===== config.mk =====
export PLATFORM = sky130hd
export DESIGN_NAME = apb_uart_tx_slave_flat
export DESIGN_NICKNAME = d
export VERILOG_FILES = /design/src/rtl/apb_uart_tx_slave_if.sv /design/src/rtl/apb_uart_tx_slave.sv /design/src/flat_wrapper.sv
export SDC_FILE = /design/constraint.sdc
export NUM_CORES = 1
export LEC_CHECK = 0
export ABC_AREA = 1
export CORE_ASPECT_RATIO = 2
export CORE_MARGIN = 4
export CORE_UTILIZATION = 40
export CTS_CLUSTER_DIAMETER = 200
export CTS_CLUSTER_SIZE = 8
export DETAILED_ROUTE_END_ITERATION = 8
export SYNTH_ARGS = -nofsm -noshare
export SYNTH_HDL_FRONTEND = slang
export SYNTH_SLANG_ARGS = --single-unit

===== constraint.sdc =====
create_clock -name PCLK -period 2.9 [get_ports PCLK]
set_clock_uncertainty 0.1 [all_clocks]
set_input_delay 0.29 -clock PCLK [delete_from_list [all_inputs] [get_ports PCLK]]
set_output_delay 0.29 -clock PCLK [all_outputs]
set_load 0.02 [all_outputs]

===== src/rtl/apb_uart_tx_slave_if.sv =====
// APB completer bus bundle for apb_uart_tx_slave.
// Signals: PSEL, PENABLE, PWRITE, PWDATA[m] from master; PREADY, PRDATA to master.
interface apb_uart_tx_slave_if #(
   parameter int m = 8
);
   logic         PSEL;
   logic         PENABLE;
   logic         PWRITE;
   logic [m-1:0] PWDATA;
   logic         PREADY;
   logic         PRDATA;

   modport master (
      output PSEL, PENABLE, PWRITE, PWDATA,
      input  PREADY, PRDATA
   );

   modport slave (
      input  PSEL, PENABLE, PWRITE, PWDATA,
      output PREADY, PRDATA
   );
endinterface


===== src/rtl/apb_uart_tx_slave.sv =====
// APB write -> FIFO -> UART TX (LSB first). PREADY stalls writes while full.
// Ports: PCLK, PRESET (async, active-low), apb (slave modport: PSEL/PENABLE/
// PWRITE/PWDATA in, PREADY/PRDATA out), o_tx, o_tx_busy, o_fifo_full.
// Define APB_UART_PARITY_EN to insert an even-parity bit before the stop bit.
module apb_uart_tx_slave #(
   parameter int m            = 8,
   parameter int FIFO_DEPTH   = 4,
   parameter int CLKS_PER_BIT = 16
) (
   input  logic                   PCLK,
   input  logic                   PRESET,
   apb_uart_tx_slave_if.slave     apb,
   output logic                   o_tx,
   output logic                   o_tx_busy,
   output logic                   o_fifo_full
);
   localparam int PW = $clog2(FIFO_DEPTH);
   localparam int CW = $clog2(FIFO_DEPTH + 1);
   localparam int BW = $clog2(CLKS_PER_BIT);
   localparam int NW = (m > 1) ? $clog2(m) : 1;

`ifdef APB_UART_PARITY_EN
   typedef enum logic [2:0] {
      S_IDLE, S_START, S_DATA, S_PARITY, S_STOP
   } state_t;
`else
   typedef enum logic [1:0] {
      S_IDLE, S_START, S_DATA, S_STOP
   } state_t;
`endif

   logic [m-1:0]  mem [FIFO_DEPTH];
   logic [PW-1:0] wr_q, rd_q;
   logic [CW-1:0] count_q, count_d;
   state_t        state_q;
   logic [BW-1:0] baud_q;
   logic [NW-1:0] bit_q;
   logic [m-1:0]  sh_q;
   logic          tx_q;
`ifdef APB_UART_PARITY_EN
   logic          par_q;
`endif

   logic full, has_data, baud_last, push, pop;

   // Full comes from the registered count, so a pop never
   // frees a slot for a push in the same cycle.
   assign full      = (count_q == CW'(FIFO_DEPTH));
   assign has_data  = (count_q != '0);
   assign baud_last = (baud_q == BW'(CLKS_PER_BIT - 1));

   assign apb.PREADY = apb.PSEL & apb.PENABLE & (~apb.PWRITE | ~full);
   assign push       = apb.PSEL & apb.PENABLE & apb.PWRITE & apb.PREADY;
   assign o_tx_busy  = has_data | (state_q != S_IDLE);
   assign apb.PRDATA = apb.PSEL & apb.PENABLE & ~apb.PWRITE & o_tx_busy;
   assign o_fifo_full = full;
   assign o_tx        = tx_q;

   // Pop whenever the FSM loads a new frame.
   assign pop = has_data &
                ((state_q == S_IDLE) | ((state_q == S_STOP) & baud_last));

   always_comb begin
      count_d = count_q;
      unique case (1'b1)
         (push & ~pop): count_d = count_q + CW'(1);
         (pop & ~push): count_d = count_q - CW'(1);
         default:       count_d = count_q;
      endcase
   end

   always_ff @(posedge PCLK) begin
      if (push) mem[wr_q] <= apb.PWDATA;
   end

   always_ff @(posedge PCLK or negedge PRESET) begin
      if (!PRESET) begin
         wr_q    <= '0;
         rd_q    <= '0;
         count_q <= '0;
      end else begin
         count_q <= count_d;
         if (push) wr_q <= wr_q + PW'(1);
         if (pop)  rd_q <= rd_q + PW'(1);
      end
   end

   always_ff @(posedge PCLK or negedge PRESET) begin
      if (!PRESET) begin
         state_q <= S_IDLE;
         baud_q  <= '0;
         bit_q   <= '0;
         sh_q    <= '0;
         tx_q    <= 1'b1;
`ifdef APB_UART_PARITY_EN
         par_q   <= 1'b0;
`endif
      end else begin
         baud_q <= baud_last ? '0 : baud_q + BW'(1);
         unique case (state_q)
            S_IDLE: begin
               baud_q <= '0;
               tx_q   <= 1'b1;
               if (has_data) begin
                  sh_q    <= mem[rd_q];
`ifdef APB_UART_PARITY_EN
                  par_q   <= ^mem[rd_q];
`endif
                  tx_q    <= 1'b0;
                  state_q <= S_START;
               end
            end
            S_START: begin
               if (baud_last) begin
                  bit_q   <= '0;
                  tx_q    <= sh_q[0];
                  state_q <= S_DATA;
               end
            end
            S_DATA: begin
               if (baud_last) begin
                  if (bit_q == NW'(m - 1)) begin
`ifdef APB_UART_PARITY_EN
                     tx_q    <= par_q;
                     state_q <= S_PARITY;
`else
                     tx_q    <= 1'b1;
                     state_q <= S_STOP;
`endif
                  end else begin
                     bit_q <= bit_q + NW'(1);
                     sh_q  <= sh_q >> 1;
                     tx_q  <= sh_q[1];
                  end
               end
            end
`ifdef APB_UART_PARITY_EN
            S_PARITY: begin
               if (baud_last) begin
                  tx_q    <= 1'b1;
                  state_q <= S_STOP;
               end
            end
`endif
            S_STOP: begin
               if (baud_last) begin
                  // Back-to-back frames: reload straight into START.
                  if (has_data) begin
                     sh_q    <= mem[rd_q];
`ifdef APB_UART_PARITY_EN
                     par_q   <= ^mem[rd_q];
`endif
                     tx_q    <= 1'b0;
                     state_q <= S_START;
                  end else begin
                     tx_q    <= 1'b1;
                     state_q <= S_IDLE;
                  end
               end
            end
            default: begin
               tx_q    <= 1'b1;
               state_q <= S_IDLE;
            end
         endcase
      end
   end
endmodule


===== src/flat_wrapper.sv =====
// flat-port wrapper written by rule: the top's interface ports become plain ports
module apb_uart_tx_slave_flat 
#(
   parameter int m            = 8,
   parameter int FIFO_DEPTH   = 4,
   parameter int CLKS_PER_BIT = 16
)
  (PCLK, PRESET, o_tx, o_tx_busy, o_fifo_full, apb_PSEL, apb_PENABLE, apb_PWRITE, apb_PWDATA, apb_PREADY, apb_PRDATA);
  apb_uart_tx_slave_if #(.m(m)) apb_i ();
  input  logic PCLK;
  input  logic PRESET;
  output logic o_tx;
  output logic o_tx_busy;
  output logic o_fifo_full;
  input wire logic [$bits(apb_i.PSEL)-1:0] apb_PSEL;
  input wire logic [$bits(apb_i.PENABLE)-1:0] apb_PENABLE;
  input wire logic [$bits(apb_i.PWRITE)-1:0] apb_PWRITE;
  input wire logic [$bits(apb_i.PWDATA)-1:0] apb_PWDATA;
  output wire logic [$bits(apb_i.PREADY)-1:0] apb_PREADY;
  output wire logic [$bits(apb_i.PRDATA)-1:0] apb_PRDATA;
  assign apb_i.PSEL = apb_PSEL;
  assign apb_i.PENABLE = apb_PENABLE;
  assign apb_i.PWRITE = apb_PWRITE;
  assign apb_i.PWDATA = apb_PWDATA;
  assign apb_PREADY = apb_i.PREADY;
  assign apb_PRDATA = apb_i.PRDATA;
  apb_uart_tx_slave #(.m(m), .FIFO_DEPTH(FIFO_DEPTH), .CLKS_PER_BIT(CLKS_PER_BIT)) u_core (.PCLK(PCLK), .PRESET(PRESET), .apb(apb_i), .o_tx(o_tx), .o_tx_busy(o_tx_busy), .o_fifo_full(o_fifo_full));
endmodule

==> impl_metrics.csv, run 1 <==
group,metric,value,unit
worst_hold_path,hold_class,"in -> async",
cts,clk_latency,0.32,ns
yosys,ys_ff_latch,57,
die,dieWidth,68.03,um
placed_design,dpl.hpwl,3836,um
yosys,synth_common_cells,"nand2_1, inv_1, edfxtp_1",
cts,cts_resized,0,
worst_setup_path,cp_cell_sequence,"inv_1 -> ha_1 -> inv_1 -> nand2_1 -> nand3_1 -> inv_1 -> ha_1 -> inv_1 -> fa_1 -> a21oi_1 -> o21ai_0 -> xor2_1",
routing,drt_iter0_drc,90,
cts,cts_buffer_depth,2,
yosys,synth_area_leaders,"edfxtp_1, dfrtp_1, nand2_1",
yosys,yosysWarnings,0,
sta,worstMarginPinSlew,0.7580,ns
yosys,syn-cell-area,2883,um^2
routing,via_per_inst,4.574,
cts,hold_buffers,0,
worst_setup_path,startpoint_type,"register",
routing,drtAntennaViolNets,0,
yosys,synth_cell_types,34,
die,core,6994,um^2
global_routing,track_usage,0.1457,
die,die-area,8712,um^2
cts,postCtsSetupBuffers,0,
finish,fin_nets,357,
routing,finalWirelength,5331,um
power_and_ir_drop,p_per_area,649.7,nW/um^2
placed_design,port_buffers,17,
cts,ctsHtreeMaxLevel,3,
yosys,syn_nets,329,
sta,fin_ws,0.3818,ns
job,cap_violations,0,
worst_setup_path,cp_max_fo,6,
global_routing,antenna_found_initial,0,
routing,vias,1944,
global_routing,grt_pass1_vias,2042,
worst_setup_path,cp_common_cell,"inv_1",
cts,cts_buffers,9,
sta,min_period_over_period,0.8683,
worst_setup_path,slowest_delay,0.44,ns
global_routing,grt_max_degree,26,
worst_setup_path,critPathRequiredTime,3.00,ns
worst_setup_path,criticalPathCategory,"reg -> reg",
worst_setup_path,endpoint_kind,"register",
yosys,synth_most_common_cell,"nand2_1",
cts,cts_tree,"done",
cts,cts_root_buf,"clkbuf_16",
die,row_count,43,
routing,drc,0,
power_and_ir_drop,leakage,1.665,nW
sta,rsz0062_at_grt,"false",
outcome,status,"finished clean",
power_and_ir_drop,ir_drop,426.4,uV
routing,dr.pass1.iters,4,
worst_setup_path,critPathArrivalTime,2.61,ns
placed_design,dp_slack,0.4184,ns
sta,setup_tns,0,ns
cts,cts.sinks,57,
yosys,synth-main-ff-cell,"edfxtp_1",
worst_setup_path,cp_slowest_cell,"fa_1",
yosys,synth_edf_count,32,
yosys,syn_avg_cell_area,9.546,um^2
placed_design,gp_congestion,0.7623,
sta,setup_viol,0,
sta,slew_viol_final,0,
yosys,syn_inst,302,
yosys,synth_top_area_cell,"edfxtp_1",
cts,clk_pin_slew,0.05,ns
yosys,synth_top_area_share,0.3333,
sta,slew-limit-headroom,0.4947,
global_routing,grt_pass1_wl,9052,um
global_routing,grt_overflow_total,0,
die,io_pins,18,
yosys,synth_sequential_area_ratio,0.5508,
routing,wl_per_cell,12.54,um
finish,area_growth,19.62,%
sta,hold_viol_final,0,
worst_setup_path,path_buf_inv,4,
sta,fin_crit,2.518,ns
worst_setup_path,critPathTopFamily,"adder cells",
die,fp.dieH,128.1,um
finish,antenna_cells,0,
die,initial_utilization,0.4122,
power_and_ir_drop,finalPower,2.241,mW
yosys,synthArstFlopShare,0.4386,
sta,maxClockFrequency,397.1,MHz
finish,drive_gt1_frac,0.1075,
## cell usage in the layout, fill, tap and decap left out, types with 2 or more instances in the layout
cell type / Yosys / final
ha_1: 13 / 13
clkbuf_8: 0 / 2
nand3_1: 21 / 21
buf_4: 1 / 6
inv_8: 2 / 2
nand2_4: 4 / 4
edfxtp_1: 32 / 32
dfrtp_1: 24 / 24
clkbuf_1: 0 / 2
xnor2_1: 2 / 2
a21oi_1: 6 / 6
nand2_1: 99 / 99
nor2_1: 11 / 11
xor2_1: 4 / 4
inv_1: 52 / 52
clkbuf_16: 0 / 9
o21ai_0: 7 / 7
o21ai_1: 3 / 3
clkdlybuf4s50_1: 0 / 17
## stage by stage
| stage | util | hold slack, ns | std cells | area, um^2 |
|---|---|---|---|---|
| 6_report | 0.4930 | 0.2329 | 425 | 3448 |
| 5_1_grt | 0.4930 | 0.2868 | 425 | 3448 |
| 4_1_cts | 0.4930 | 0.2442 | 425 | 3448 |
| 3_5_place_dp | 0.4503 | 0.3543 | 409 | 3149 |
| 3_3_place_gp | 0.4503 | 0.3462 | 409 | 3149 |
| 2_1_floorplan | - | -0.1056 | 302 | 2883 |
## state kept, by name (all words and copies together), names as in the netlist
| register | count |
|---|---|
| u_core.mem | 32 |
| u_core.sh_q | 8 |
| u_core.baud_q | 4 |
| u_core.bit_q | 3 |
| u_core.count_q | 3 |
| u_core.rd_q | 2 |
| u_core.state_q | 2 |
| u_core.wr_q | 2 |
| u_core.o_tx | 1 |
## layout make-up
type                       instances  area [um^2]
tap                               90        112.6
inverter                          55        221.5
sequential                        57         1588
fill                             666         3546
clock inverter                     3        38.79
clock buffer                      13        260.3
timing repair buffer              23        215.2
multi-input combinational        184         1012
## layer usage
layer  routed length [um]  global-route usage
met2                 2788              0.2497
met3                  212             0.03860
met1                 2104              0.1461
met5                    0                   0
met4                  226             0.09965
## logic make-up (layout without fill, tap and decap cells)
group	Yosys count	after routing	share of synthesized area
AND/OR/NAND/NOR	142	142	0.2244
buffers and inverters	61	94	0.09809
flip-flops	57	57	0.5508
AO/OA/AOI/OAI	22	22	0.04514
adder cells (fa/ha/maj)	14	14	0.06337
XOR/XNOR	6	6	0.01823
## worst paths after layout
| path | startpoint | to | slack, ns | cells past startpoint |
|---|---|---|---|---|
| min | PRESET | u_core.sh_q[5] | 0.23 | 2 |
| min reg2reg | u_core.baud_q[0] | u_core.baud_q[0] | 0.36 | 1 |
| min in group PCLK | u_core.baud_q[0] | u_core.baud_q[0] | 0.36 | 1 |
| max reg2reg | u_core.state_q[0] | u_core.count_q[2] | 0.38 | 12 |
| max in group asynchronous | PRESET | u_core.o_tx | 2.17 | 2 |
| max | u_core.state_q[0] | u_core.count_q[2] | 0.38 | 12 |
## power by group
part / switching (mW) / internal (mW)
Combinational: 0.149 / 0.0964
Sequential: 0.0397 / 0.920
Clock: 0.330 / 0.705
Total: 0.519 / 1.72
Power figures use the tool's default switching activity.
==> inputs of run 2 (changes only) <==
- PLACE_DENSITY: not set -> 0.56
- SLEW_MARGIN: not set -> 15
==> impl_metrics.csv, run 2 (synthesis gave the netlist of run 1 again) <==
group,metric,value,unit
outcome,status,"finished clean",
power_and_ir_drop,switching_share,0.2459,
routing,wl_met1,2095,um
finish,drive_gt1_frac,0.1015,
cts,cts_resized,0,
power_and_ir_drop,p_switching,0.5137,mW
cts,clk_pin_slew,0.05,ns
worst_setup_path,cp_cell_sequence,"inv_1 -> ha_1 -> inv_1 -> nand2_1 -> nand3_1 -> inv_1 -> ha_1 -> inv_1 -> fa_1 -> a21oi_1 -> o21ai_0 -> xor2_1",
worst_setup_path,criticalPathCategory,"reg -> reg",
placed_design,placed_cells,409,
finish,multi_input_area,1012,um^2
routing,dr.pass1.iters,4,
power_and_ir_drop,p_per_area,613.8,nW/um^2
global_routing,grt_pass1_vias,2068,
routing,wl_met3,196,um
die,fp.dieH,128.1,um
global_routing,antenna_found_initial,0,
finish,layout_common_cells,"nand2_1, inv_1, edfxtp_1, dfrtp_1, nand3_1",
routing,vias,1953,
worst_setup_path,reg2regPathDepth,12,
cts,cts_buffers,9,
finish,seqCellArea,1588,um^2
cts,cts_buffer_depth,2,
routing,wl_per_cell,12.99,um
die,core,6994,um^2
die,row_count,43,
job,cap_violations,0,
finish,area_growth,18.06,%
sta,fin_crit,2.484,ns
cts,cts_tree,"done",
global_routing,track_usage,0.1528,
power_and_ir_drop,combPwrFrac,0.115,
cts,cts_root_buf,"clkbuf_16",
worst_setup_path,critPathArrivalTime,2.58,ns
sta,min_period_over_period,0.8566,
cts,ctsHtreeMaxLevel,3,
cts,hold_buffers,0,
routing,drc,0,
global_routing,grt_pass1_wl,9653,um
power_and_ir_drop,ir_drop,326.9,uV
finish,largestRegisters,"u_core.mem (32), u_core.sh_q (8), u_core.baud_q (4)",
sta,slew-limit-headroom,0.4906,
routing,drt_iter0_drc,74,
finish,layout_commonest_cell,"nand2_1",
placed_design,gp_congestion,0.7567,
global_routing,grt_overflow_total,0,
worst_hold_path,hold_class,"in -> async",
placed_design,dpl.hpwl,4103,um
power_and_ir_drop,intPower,1.575,mW
global_routing,grt_max_degree,19,
sta,slew_viol_final,0,
finish,antenna_cells,0,
die,initial_utilization,0.4122,
finish,instances_no_fill,425,
worst_setup_path,critPathRequiredTime,3.00,ns
worst_setup_path,cp_common_cell,"inv_1",
cts,cts.sinks,57,
sta,hold_viol_final,0,
finish,fillCellCount,691,
finish,largest_register_ffs,32,
cts,postCtsSetupBuffers,0,
power_and_ir_drop,pwr-share-seq,0.459,
finish,regMostFlops,"u_core.mem",
routing,drtAntennaViolNets,0,
worst_setup_path,r2r-start,"u_core.state_q[0]",
sta,worstMarginPinSlew,0.7641,ns
worst_setup_path,cp_max_fo,6,
die,dieWidth,68.03,um
die,io_pins,18,
sta,fin_hold_ws,0.2112,ns
placed_design,place_area,3149,um^2
sta,setup_viol,0,
worst_setup_path,endpoint_kind,"register",
worst_setup_path,cp_slowest_cell,"dfrtp_1",
routing,wl_met2,3068,um
worst_setup_path,slowest_delay,0.44,ns
finish,final_cell_area,3403,um^2
power_and_ir_drop,clockPowerShare,0.426,
worst_setup_path,startpoint_type,"register",
placed_design,port_buffers,17,
finish,fin_nets,357,
sta,setup_tns,0,ns
sta,rsz0062_at_grt,"false",
routing,via_per_inst,4.595,
routing,finalWirelength,5520,um
routing,highest_layer,"met4",
cts,clk_latency,0.32,ns
die,die-area,8712,um^2
worst_setup_path,crit_path_start,"u_core.state_q[0]",
power_and_ir_drop,leakage,1.643,nW
sta,maxClockFrequency,402.6,MHz
-- run 2: worst paths after layout --
check	endpoint	slack, ns
min	u_core.state_q[1]	0.21
max	u_core.count_q[2]	0.42
max reg2reg	u_core.count_q[2]	0.42
min in group PCLK	u_core.baud_q[0]	0.36
min reg2reg	u_core.baud_q[0]	0.36
max in group asynchronous	u_core.sh_q[4]	1.88
-- run 2: per-layer routing --
| layer | up-vias | track usage |
|---|---|---|
| li1 | 1007 | - |
| met1 | 907 | 0.1598 |
| met2 | 24 | 0.2622 |
| met3 | 15 | 0.04561 |
| met4 | 0 | 0.08324 |
| met5 | - | 0 |
-- run 2: critical path: cells and delay by family (launching register included) --
kind,cells,cell delay [ns]
AO/OA/AOI/OAI,2,0.25
buffers and inverters,4,0.38
adder cells (fa/ha/maj),3,0.77
flip-flops,1,0.44
AND/OR/NAND/NOR,2,0.28
XOR/XNOR,1,0.15
-- run 2: final cells by class --
type / instances / share of cell area
Tap cell: 90 / 0.03309
Clock inverter: 6 / 0.007353
Clock buffer: 10 / 0.06728
Multi-Input combinational cell: 184 / 0.2974
Sequential cell: 57 / 0.4665
Inverter: 55 / 0.06507
Timing Repair Buffer: 23 / 0.06324
-- run 2: power by group through the flow --
stage                     clock network [mW]  logic [mW]  registers (mW)
after CTS                              0.912       0.248           0.959
after detailed placement                   0       0.245           0.973
after global routing                   0.957       0.286           0.963
after floorplan                            0       0.158           0.966
final                                  0.890       0.240           0.959
after global placement                     0       0.246           0.972
-- run 2: per-stage QoR --
stage / worst slack (ns) / util / power [mW]
floorplan: 0.6419 / - / 1.124
global route: 0.2132 / 0.4866 / 2.205
detailed placement: 0.4278 / 0.4503 / 1.218
global placement: 0.4817 / 0.4503 / 1.218
CTS: 0.4153 / 0.4866 / 2.119
finish: 0.4160 / 0.4866 / 2.089
==> inputs of run 3 (changes only) <==
- CAP_MARGIN: not set -> 20
- CTS_BUF_LIST: not set -> sky130_fd_sc_hd__clkbuf_4
==> impl_metrics.csv, run 3 (synthesis gave the netlist of run 1 again) <==
group,metric,value,unit
outcome,status,"finished clean",
placed_design,dpl.hpwl,4103,um
sta,fin_hold_ws,0.1289,ns
sta,worstMarginPinSlew,0.7656,ns
routing,drtAntennaViolNets,0,
routing,drc,0,
cts,postCtsSetupBuffers,0,
die,initial_utilization,0.4122,
worst_hold_path,hold_class,"in -> async",
sta,hold_viol_final,0,
sta,min_period_over_period,0.8622,
finish,fillCellCount,709,
routing,via_per_inst,4.581,
cts,cts_buffers,9,
cts,cts_resized,0,
die,io_pins,18,
placed_design,dp_slack,0.4278,ns
finish,largestRegisters,"u_core.mem (32), u_core.sh_q (8), u_core.baud_q (4)",
finish,layout_commonest_cell,"nand2_1",
worst_setup_path,endpoint_kind,"register",
sta,slew-limit-headroom,0.4896,
die,fp.dieH,128.1,um
power_and_ir_drop,finalPower,1.638,mW
worst_setup_path,crit_path_start,"u_core.state_q[0]",
die,die-area,8712,um^2
cts,cts_buffer_depth,2,
sta,rsz0062_at_grt,"false",
finish,multi_input_area,1012,um^2
sta,setup_viol,0,
routing,dr.pass1.iters,4,
worst_setup_path,r2r-start,"u_core.state_q[0]",
sta,fin_crit,2.500,ns
cts,hold_buffers,0,
global_routing,track_usage,0.1481,
placed_design,gp_congestion,0.7567,
finish,layout_common_cells,"nand2_1, inv_1, edfxtp_1, dfrtp_1, nand3_1",
placed_design,port_buffers,17,
finish,antenna_cells,0,
worst_setup_path,critPathArrivalTime,2.67,ns
global_routing,grt_pass1_wl,9487,um
cts,ctsHtreeMaxLevel,3,
finish,regMostFlops,"u_core.mem",
worst_setup_path,cp_max_fo,6,
cts,cts.sinks,57,
power_and_ir_drop,ir_drop,285.2,uV
die,row_count,43,
sta,slew_viol_final,0,
cts,clk_latency,0.40,ns
finish,drive_gt1_frac,0.1045,
finish,area_growth,12.72,%
sta,fin_ws,0.3996,ns
cts,clk_pin_slew,0.09,ns
finish,postLayoutCoreUtil,0.4646,
routing,finalWirelength,5453,um
worst_setup_path,startpoint_type,"register",
finish,fin_nets,357,
global_routing,grt_max_degree,19,
cts,cts_root_buf,"clkbuf_4",
routing,vias,1947,
routing,wl_per_cell,12.83,um
cts,cts_tree,"done",
routing,drt_iter0_drc,82,
finish,seqCellArea,1588,um^2
sta,setup_tns,0,ns
power_and_ir_drop,leakage,1.576,nW
job,cap_violations,0,
global_routing,antenna_found_initial,0,
global_routing,grt_overflow_total,0,
finish,largest_register_ffs,32,
die,dieWidth,68.03,um
die,core,6994,um^2
sta,maxClockFrequency,399.9,MHz
worst_setup_path,criticalPathCategory,"reg -> reg",
power_and_ir_drop,p_per_area,504.0,nW/um^2
global_routing,grt_pass1_vias,2054,
worst_setup_path,critPathRequiredTime,3.07,ns
-- run 3: cell counts in the layout (fill, tap and decap cells not counted) --
Identical to the previous run, type by type.
-- run 3: worst paths after layout --
check	slack (ns)	cells after the start	end
min in group PCLK	0.37	1	u_core.baud_q[0]
max in group asynchronous	1.96	2	u_core.rd_q[0]
setup reg to reg	0.40	12	u_core.count_q[2]
hold / removal	0.13	1	u_core.state_q[1]
hold reg to reg	0.37	1	u_core.baud_q[0]
setup / recovery	0.40	12	u_core.count_q[2]
-- run 3: final cells by class --
class / instances / share of cell area
Multi-Input combinational cell: 184 / 0.3115
Clock inverter: 6 / 0.007701
Clock buffer: 10 / 0.02310
Tap cell: 90 / 0.03466
Timing Repair Buffer: 23 / 0.06623
Inverter: 55 / 0.06816
Sequential cell: 57 / 0.4886
-- run 3: worst max-delay path: stages (launching register included) --
cell and delay [ns]:
dfrtp_1 0.45, inv_1 0.13, ha_1 0.20, inv_1 0.07, nand2_1 0.11, nand3_1 0.17
inv_1 0.10, ha_1 0.14, inv_1 0.07, fa_1 0.43, a21oi_1 0.14, o21ai_0 0.11
xor2_1 0.15
-- run 3: metal layers --
metal	wire, um	up-vias	share of wire	GRT usage
met3	173	10	0.032	0.04035
met1	2109	908	0.39	0.1592
met4	111	0	0.020	0.07620
met2	3058	23	0.56	0.2548
met5	0	-	0	0
li1	-	1006	-	-
-- run 3: where the power goes --
| group | internal, mW | switching [mW] | leakage (nW) |
|---|---|---|---|
| logic | 0.0952 | 0.145 | 0.922 |
| registers | 0.916 | 0.0380 | 0.594 |
| clock network | 0.172 | 0.271 | 0.0601 |
-- run 3: stage by stage --
step / cells / area, um^2
final: 425 / 3249
after global routing: 425 / 3249
after CTS: 425 / 3249
after detailed placement: 409 / 3149
after global placement: 409 / 3149
after floorplan: 302 / 2883
